`src/rtl/qar_mem_arbiter.sv`:
```
// Two-master to one-slave memory arbiter for qar_core: data bus has priority,
// fetch is protected by a burst limit, and a watchdog completes dead transactions.
module qar_mem_arbiter #(
  parameter int                    ADDR_WIDTH     = 32,
  parameter int                    DATA_WIDTH     = 32,
  parameter int                    MAX_DATA_BURST = 4,
  parameter int                    TIMEOUT_CYCLES = 64,
  parameter logic [DATA_WIDTH-1:0] ERR_RDATA      = 32'hDEAD_BEEF
) (
  input  logic                  clk,
  input  logic                  rst,
  input  logic                  imem_valid,
  input  logic [ADDR_WIDTH-1:0] imem_addr,
  output logic                  imem_ready,
  output logic [DATA_WIDTH-1:0] imem_rdata,
  input  logic                  mem_valid,
  input  logic                  mem_we,
  input  logic [ADDR_WIDTH-1:0] mem_addr,
  input  logic [DATA_WIDTH-1:0] mem_wdata,
  output logic                  mem_ready,
  output logic [DATA_WIDTH-1:0] mem_rdata,
  output logic                  m_valid,
  output logic                  m_we,
  output logic [ADDR_WIDTH-1:0] m_addr,
  output logic [DATA_WIDTH-1:0] m_wdata,
  input  logic                  m_ready,
  input  logic [DATA_WIDTH-1:0] m_rdata,
  output logic                  bus_err,
  output logic                  grant_d
);

  localparam int BW = $clog2(MAX_DATA_BURST + 1);
  localparam int TW = (TIMEOUT_CYCLES > 1) ? $clog2(TIMEOUT_CYCLES) : 1;

  typedef enum logic [1:0] {
    IDLE   = 2'd0,
    BUSY_I = 2'd1,
    BUSY_D = 2'd2
  } state_t;

  state_t                state_q, state_d;
  logic [ADDR_WIDTH-1:0] m_addr_q;
  logic                  m_we_q;
  logic [DATA_WIDTH-1:0] m_wdata_q;
  logic [BW-1:0]         burst_cnt_q;
  logic [TW-1:0]         tmo_cnt_q;
  logic                  grant_d_q;

  logic                  busy;
  logic                  burst_ok;
  logic                  grant_data;
  logic                  grant_fetch;
  logic                  tmo_last;
  logic                  tmo_hit;
  logic                  done;
  logic                  complete;
  logic [DATA_WIDTH-1:0] rdata_sel;

  // Handshake: each side holds valid until its single-cycle ready; the
  // downstream side holds m_valid and the request fields until m_ready.
  assign busy        = (state_q != IDLE);
  assign burst_ok    = (burst_cnt_q < BW'(MAX_DATA_BURST));
  assign grant_data  = mem_valid && (!imem_valid || burst_ok);
  assign grant_fetch = imem_valid && !grant_data;
  assign tmo_last    = (tmo_cnt_q == TW'(TIMEOUT_CYCLES - 1));
  // m_ready beats the watchdog when both land in the same cycle.
  assign tmo_hit     = busy && tmo_last && !m_ready;
  assign done        = busy && (m_ready || tmo_hit);
  assign complete    = done && !rst;
  assign rdata_sel   = m_ready ? m_rdata : ERR_RDATA;

  // State register
  always_ff @(posedge clk) begin
    if (rst) begin
      state_q <= IDLE;
    end else begin
      state_q <= state_d;
    end
  end

  // Next-state logic
  always_comb begin
    state_d = state_q;
    unique case (state_q)
      IDLE: begin
        if (grant_data) begin
          state_d = BUSY_D;
        end else if (grant_fetch) begin
          state_d = BUSY_I;
        end
      end
      BUSY_I, BUSY_D: begin
        if (done) begin
          state_d = IDLE;
        end
      end
      default: state_d = IDLE;
    endcase
  end

  // Grant datapath, burst limiter and watchdog counter
  always_ff @(posedge clk) begin
    if (rst) begin
      m_addr_q    <= '0;
      m_we_q      <= 1'b0;
      m_wdata_q   <= '0;
      burst_cnt_q <= '0;
      tmo_cnt_q   <= '0;
      grant_d_q   <= 1'b0;
    end else begin
      if (state_q == IDLE) begin
        tmo_cnt_q <= '0;
        if (grant_data) begin
          m_addr_q  <= mem_addr;
          m_we_q    <= mem_we;
          m_wdata_q <= mem_wdata;
          grant_d_q <= 1'b1;
          if (!imem_valid) begin
            burst_cnt_q <= '0;
          end else if (burst_ok) begin
            burst_cnt_q <= burst_cnt_q + BW'(1);
          end
        end else if (grant_fetch) begin
          m_addr_q    <= imem_addr;
          m_we_q      <= 1'b0;
          m_wdata_q   <= '0;
          grant_d_q   <= 1'b0;
          burst_cnt_q <= '0;
        end
      end else if (!m_ready && !tmo_last) begin
        tmo_cnt_q <= tmo_cnt_q + TW'(1);
      end
    end
  end

  // Output logic: completion is a combinational pass-through of the slave
  always_comb begin
    m_valid    = busy;
    imem_ready = 1'b0;
    imem_rdata = '0;
    mem_ready  = 1'b0;
    mem_rdata  = '0;
    bus_err    = tmo_hit && !rst;
    unique case (state_q)
      BUSY_I: begin
        imem_ready = complete;
        imem_rdata = complete ? rdata_sel : '0;
      end
      BUSY_D: begin
        mem_ready = complete;
        mem_rdata = complete ? rdata_sel : '0;
      end
      default: ;
    endcase
  end

  assign m_we    = m_we_q;
  assign m_addr  = m_addr_q;
  assign m_wdata = m_wdata_q;
  assign grant_d = grant_d_q;

endmodule

```
`config.mk`:
```
export PLATFORM = sky130hd
export DESIGN_NAME = qar_mem_arbiter
export DESIGN_NICKNAME = d
export VERILOG_FILES = /design/src/rtl/qar_mem_arbiter.sv
export SDC_FILE = /design/constraint.sdc
export NUM_CORES = 1
export LEC_CHECK = 0
export BUFFER_PORTS_ARGS = -buffer_cell sky130_fd_sc_hd__buf_2
export CELL_PAD_IN_SITES_DETAIL_PLACEMENT = 0
export CELL_PAD_IN_SITES_GLOBAL_PLACEMENT = 1
export CORE_UTILIZATION = 30
export CTS_CLUSTER_SIZE = 10
export DETAILED_ROUTE_END_ITERATION = 6
export PLACE_DENSITY = 0.91
export SYNTH_ARGS = -nofsm -noshare
export SYNTH_HDL_FRONTEND = slang
export SYNTH_SLANG_ARGS = --single-unit
```
`constraint.sdc`:
```
create_clock -name clk -period 4.97 [get_ports clk]
set_clock_uncertainty 0.05 [all_clocks]
set_input_delay 0.2485 -clock clk [delete_from_list [all_inputs] [get_ports clk]]
set_output_delay 0.2485 -clock clk [all_outputs]
set_load 0.01 [all_outputs]
```
==> metrics.md, run 1 <==
| Metric | Value |
|---|---|
| Status | `completed` |
| WL final | `11.7 mm` |
| Syn Nets | `around 580` |
| Post-route ant nets | `0` |
| Routability congestion estimate | `about 0.74` |
| Sequential share of the synthesized area | `between 40% and 50%` |
| Worst slew margin | `18.8%` |
| Fin. max-slew vios | `0` |
| Largest net degree at the start of global routing | `65` |
| Number of global-route vias before repair | `3838` |
| Number of buffers created by CTS | `9` |
| ANT cells | `0` |
| Hold Startpoint | `mem_wdata[12]` |
| Detail Placement HPWL | `8.66 mm` |
| Remaining routing DRC violations | `0` |
| Hold endpoint | `m_wdata[12]` |
| R2R Setup Slk | `2560 ps` |
| Req. time, crit path | `4670 ps` |
| Critical-path top delay cell | `nand2_1` |
| Synthesized flop and latch total | `77` |
| CTS Hold Bufs | `0` |
| RSZ-0062 raised after global routing | `false` |
| Ratio of cells with drive above 1 in the final layout | `44.5%` |
| Final min period | `2840 ps` |
| Die Y | `about 110 um` |
| Synth Warn # | `0` |
| Worst vdd ir | `178 uV` |
| Global-route wire length before repair | `18.1 mm` |
| Critical path cell sequence | `inv_1 -> ha_1 -> nor2_4 -> nand2_1 -> a21oi_1 -> buf_2` |
| Layout Cells excl Fill | `845` |
| Clock Sinks | `77` |
| Layout Utilization | `44.8%` |
| Hold depth | `3` |
| Max incr delay on CP | `about 590 ps` |
| DRT iter0 DRCs | `208` |
| Total grt overflow | `0` |
| Die Area | `between 10000 and 15000 um2` |
| Leak | `about 2.7 nW` |
| Power Dens Cells | `approximately 340 nW/um2` |
| Avg WL per Cell | `13.9 um` |
| I/O pins | `~270` |
| DIE WIDTH | `around 110 um` |
| Setup crit end kind | `output pin` |
| CP Buf/Inv Count | `2` |
| Clk buf depth | `2` |
| Worst Hold Class | `primary input to flop` |
| Postcts setup bufs | `0` |
| Max-cap check violation count | `0` |
| Pre-antenna DRT Iters | `5` |
| Reg2reg start | `state_q[1]` |
| CTS tree | `built` |
| Root buf cell | `clkbuf_16` |
| Peak fanout along the critical path | `25` |
| Vias/cell | `between 4 and 5` |
| CP delay by family, top | `simple AND/OR/NAND/NOR gates` |
| Final setup fails | `0` |
| Fin Hold WS | `133 ps` |
| Avg Inst Size Synth | `between 8 and 9 um2` |
| Initial Util | `approximately 31%` |
| Initial antenna violation count | `0` |
| Final worst-path cycle share | `a little under three fifths` |
| Core ar. | `between 10000 and 15000 um2` |
| Worst Tran Pin Value | `1220 ps` |
| Mapped Cells | `436` |
| Commonest non-fill, non-tap cell in the layout | `buf_2` |
| Layout Nets | `812` |
| Yosys cell types | `39` |
| Hold Vio Cnt, Final | `0` |
| R2R Path End | `m_wdata[30]` |
| Worst Setup SP | `state_q[0]` |
| Fill cell count | `1203` |
| Post-placement cell count | `830` |
| Clk_lat worst skew | `320 ps` |
| Startpoint Class | `flop` |
| Clk pin slew, worst setup/hold paths | `~60 ps` |
| Gr usage total | `17.3%` |
| Most frequent cells in the layout | `267 x buf_2, 77 x dfxtp_1, 71 x a21oi_1` |
| TNS Setup | `0 ps` |
| IO Port Bufs | `267` |
| WS Path Type | `flop to output pin` |
| Via Count | `between 4000 and 5000` |
| Fmax | `353 MHz` |
| Post-CTS Resized | `0` |
| P&R area growth vs syn | `44.4%` |
| # rows | `40` |
| H-tree depth | `3` |
| Final total power | `0.00187 W` |
| Syn Std Cell Area | `3760 um2` |
| Critical Path AT | `2540 ps` |
| Reg2Reg Depth | `5` |
[worst reg2reg max path, delay by kind of cell, from the launching register on]
family          cells  cell delay [ps]
simple gates        2             1160
compound gates      1              250
fa+ha+maj           1              460
buf+inv             1              100
flops               1              330
[flip-flops by register name, indices dropped and copies added (netlist names)]
signal and cells:
m_addr 32, m_we 1, m_wdata 32, grant_d 1
tmo_cnt_q 6, state_q 2, burst_cnt_q 3
[layout make-up]
cell class                      instances  area, um2  share of cell area, %
Clock buffer                           10        229                   4.22
Clock inverter                          5        100                   1.85
Inverter                                6       22.5                  0.415
Multi-Input combinational cell        310       1970                   36.3
Sequential cell                        77       1540                   28.4
Tap cell                              168        210                   3.88
Timing Repair Buffer                  269       1350                   24.9
[synthesized netlist by cell type, drive strengths merged]
cell | number | area share [%]
nand4b | 1 | 0.23
clkbuf | 17 | 1.7
and4b | 3 | 0.80
and2b | 1 | 0.20
a22o | 1 | 0.23
buf | 26 | 4.5
a21oi | 81 | 12
nor2 | 41 | 4.3
and2 | 17 | 2.8
a211oi | 1 | 0.20
dfxtp | 77 | 41
nand2 | 32 | 3.2
o21ai | 35 | 4.8
a32o | 1 | 0.27
nand3 | 3 | 0.53
a31oi | 4 | 0.83
nor3 | 2 | 0.27
and3 | 3 | 0.53
ha | 5 | 1.7
a21boi | 1 | 0.30
mux2i | 35 | 9.3
a32oi | 33 | 7.7
a311o | 1 | 0.27
o31ai | 1 | 0.20
o31a | 1 | 0.23
a2111oi | 1 | 0.40
a22oi | 3 | 0.60
o21a | 1 | 0.20
inv | 6 | 0.60
nand2b | 1 | 0.17
or3 | 1 | 0.17
[through the flow]
stage | instance area, um2 | worst slack, ps
2_1_floorplan | 3760 | 3150
3_3_place_gp | 5090 | 2560
3_5_place_dp | 5090 | 2460
4_1_cts | 5420 | 2120
5_1_grt | 5420 | 1910
6_report | 5420 | 2130
[worst max path at each step]
| stage | slack (ps) | end | depth (start not counted) |
|---|---|---|---|
| 2_1_floorplan | 3150 | imem_ready | 7 |
| 3_3_place_gp | 2560 | imem_rdata[2] | 6 |
| 3_5_place_dp | 2460 | imem_rdata[2] | 6 |
| 4_1_cts | 2120 | imem_rdata[13] | 6 |
| 5_1_grt | 1910 | mem_rdata[0] | 5 |
| 6_report | 2130 | imem_rdata[2] | 6 |
[logic make-up after synthesis]
logic type	synth area share [%]
AO/OA/AOI/OAI	28.0
buffers and inverters	6.79
adder cells (fa/ha/maj)	1.67
flip-flops	41.0
AND/OR/NAND/NOR	13.2
multiplexers	9.32
[power breakdown]
part	switching, W	internal (W)
Combinational	0.000242	0.000168
Clock	0.000243	0.000486
Sequential	0.0000359	0.000690
[routing by layer]
layer  GRT usage (%)  up-vias  wire (um)
li1                -     2057          -
met1            18.9     1907       4760
met2            32.9      169       6100
met3            3.40       18        670
met4            6.06        0        184
met5               0        -          0
Note: power is estimated with default switching activity, not from simulation.
==> run 2: changes to the inputs <==
--- a/config.mk
+++ b/config.mk
@@ -8,10 +8,10 @@
 export BUFFER_PORTS_ARGS = -buffer_cell sky130_fd_sc_hd__buf_2
 export CELL_PAD_IN_SITES_DETAIL_PLACEMENT = 0
 export CELL_PAD_IN_SITES_GLOBAL_PLACEMENT = 1
-export CORE_UTILIZATION = 30
+export CORE_UTILIZATION = 28
 export CTS_CLUSTER_SIZE = 10
 export DETAILED_ROUTE_END_ITERATION = 6
-export PLACE_DENSITY = 0.91
+export PLACE_DENSITY = 0.86
 export SYNTH_ARGS = -nofsm -noshare
 export SYNTH_HDL_FRONTEND = slang
 export SYNTH_SLANG_ARGS = --single-unit
==> constraint.sdc (replaced) <==
create_clock -name clk -period 2.9 [get_ports clk]
set_clock_uncertainty 0.05 [all_clocks]
set_input_delay 0.145 -clock clk [delete_from_list [all_inputs] [get_ports clk]]
set_output_delay 0.145 -clock clk [all_outputs]
set_load 0.01 [all_outputs]
==> metrics.md, run 2 (synthesis results as in run 1) <==
| Metric | Value |
|---|---|
| GRT busiest layer | `met2` |
| DIE WIDTH | `118 um (+3.5%)` |
| P&R area growth vs syn | `45.9%` |
| Routability congestion estimate | `0.830 (+12%)` |
| Final setup fails | `0 (unchanged)` |
| Met3 Track Usage GR | `3.68% (+0.28 points)` |
| I/O pins | `268 (unchanged)` |
| Post-route ant nets | `0 (unchanged)` |
| Core ar. | `12900 um2 (+6.3%)` |
| Ratio of cells with drive above 1 in the final layout | `45.2% (+0.71 points)` |
| Clk_lat worst skew | `330 ps (about the same)` |
| Root buf cell | `clkbuf_16` |
| Clk pin slew, worst setup/hold paths | `60 ps (about the same)` |
| Hold Vio Cnt, Final | `0 (unchanged)` |
| CP Buf/Inv Count | `2 (unchanged)` |
| Layout Utilization | `42.6% (-2.2 points)` |
| H-tree depth | `3 (unchanged)` |
| Critical path cell sequence | `inv_1 -> ha_1 -> nor2_4 -> nand2_1 -> a21oi_1 -> buf_2` |
| Number of global-route vias before repair | `3783 (-1.4%)` |
| Initial Util | `29.2% (-1.8 points)` |
| Gr usage total | `16.1% (-1.2 points)` |
| Total grt overflow | `0 (unchanged)` |
| Critical-path top delay cell | `nand2_1` |
| Number of buffers created by CTS | `9 (unchanged)` |
| Power Dens Cells | `576 nW/um2 (+67%)` |
| Postcts setup bufs | `0 (unchanged)` |
| Fmax | `385 MHz` |
| Die Y | `118 um (+3.5%)` |
| Detail Placement HPWL | `8.64 mm (-0.26%)` |
| Worst vdd ir | `258 uV (+45%)` |
| Avg WL per Cell | `13.4 um (-3.3%)` |
| Startpoint Class | `flop` |
| Initial antenna violation count | `0 (unchanged)` |
| Layout Nets | `818 (+0.74%)` |
| Peak fanout along the critical path | `25 (unchanged)` |
| Final min period | `2600 ps` |
| RSZ-0062 raised after global routing | `false` |
| Worst Tran Pin Value | `1130 ps (-88.4 ps)` |
| Largest net degree at the start of global routing | `65 (unchanged)` |
| Leak | `2.77 nW (+0.94%)` |
| Via Count | `4178 (+0.65%)` |
| Worst slew margin | `24.5% (+5.7 points)` |
| ANT cells | `0 (unchanged)` |
| Vias/cell | `4.88 (-0.64%)` |
| WL final | `11.5 mm (-2.1%)` |
| Commonest non-fill, non-tap cell in the layout | `buf_2` |
| Req. time, crit path | `2710 ps (-1960 ps)` |
| CTS tree | `built` |
| Final total power | `0.00316 W (+69%)` |
| Status | `completed` |
| M2 GR Usage | `29.1% (-3.8 points)` |
| CP delay by family, top | `simple AND/OR/NAND/NOR gates` |
| Critical Path AT | `2400 ps (-140 ps)` |
| Pre-antenna DRT Iters | `5 (unchanged)` |
| Post-CTS Resized | `0 (unchanged)` |
| Max-cap check violation count | `0 (unchanged)` |
| Fin area | `5480 um2 (+1.1%)` |
| DRT iter0 DRCs | `203 (-2.4%)` |
| TNS Setup | `0 ps (unchanged)` |
| Max incr delay on CP | `490 ps (-100 ps)` |
| Clk buf depth | `2 (unchanged)` |
| DP Area | `5160 um2 (+1.2%)` |
| Setup crit end kind | `output pin` |
| Fill cell count | `1291 (+7.3%)` |
| Most frequent cells in the layout | `267 x buf_2, 77 x dfxtp_1, 71 x a21oi_1` |
| Fin. max-slew vios | `0 (unchanged)` |
| # rows | `41 (+2.5%)` |
| Layout Cells excl Fill | `856 (+1.3%)` |
| Clock Sinks | `77 (unchanged)` |
| Remaining routing DRC violations | `0 (unchanged)` |
| CTS Hold Bufs | `0 (unchanged)` |
| Global-route wire length before repair | `18.3 mm (+1.4%)` |
| Worst Hold Class | `primary input to flop` |
| IO Port Bufs | `267 (unchanged)` |
| Post-placement cell count | `840 (+1.2%)` |
| Final worst-path cycle share | `between 80% and 90%` |
| Die Area | `13900 um2 (+7.0%)` |
| Met1 Resource Use GR | `17.9% (-1.1 points)` |
| WS Path Type | `flop to output pin` |
run 2: layer usage:
layer | vias up | wire, um
met3 | 23 | 812
met1 | 1888 | 4410
li1 | 2070 | -
met4 | 0 | 240
met2 | 197 | 6010
met5 | - | 0
run 2: worst paths after layout:
check           startpoint       endpoint  slack, ps  cells after the start
min reg2reg     m_wdata[0]     m_wdata[0]        430                      2
max             state_q[0]  mem_rdata[26]        300                      6
max reg2reg     state_q[0]      m_addr[1]        890                      6
min          mem_wdata[11]    m_wdata[11]         20                      3
run 2: area by class of cell:
type / count / area [um2] / area share, %
repair buffers: 275 / 1410 / 25.7
clock buffers: 9 / 225 / 4.11
inverters: 6 / 22.5 / 0.411
flip-flops and latches: 77 / 1540 / 28.1
well taps: 172 / 215 / 3.93
clock inverters: 7 / 98.8 / 1.80
multi-input cells: 310 / 1970 / 35.9
run 2: worst register-to-register path, stage by stage, from the launching register on:
cell and delay, ps:
dfxtp_1 340, inv_1 90, ha_1 440, o21a_2 210, buf_4 430, o21ai_0 210, a21oi_1 160
run 2: where the power goes:
group	total, W	internal, W	switching (W)
clock	0.00120	0.000758	0.000446
combinational	0.000711	0.000298	0.000413
sequential	0.00124	0.00118	0.0000586
total	0.00316	0.00224	0.000918
run 2: stage by stage:
stage	setup WS [ps]	hold WS, ps
global placement	810	347
finish	303	20.1
floorplan	1180	264
global route	50.0	22.8
CTS	293	3.73
detailed placement	663	356
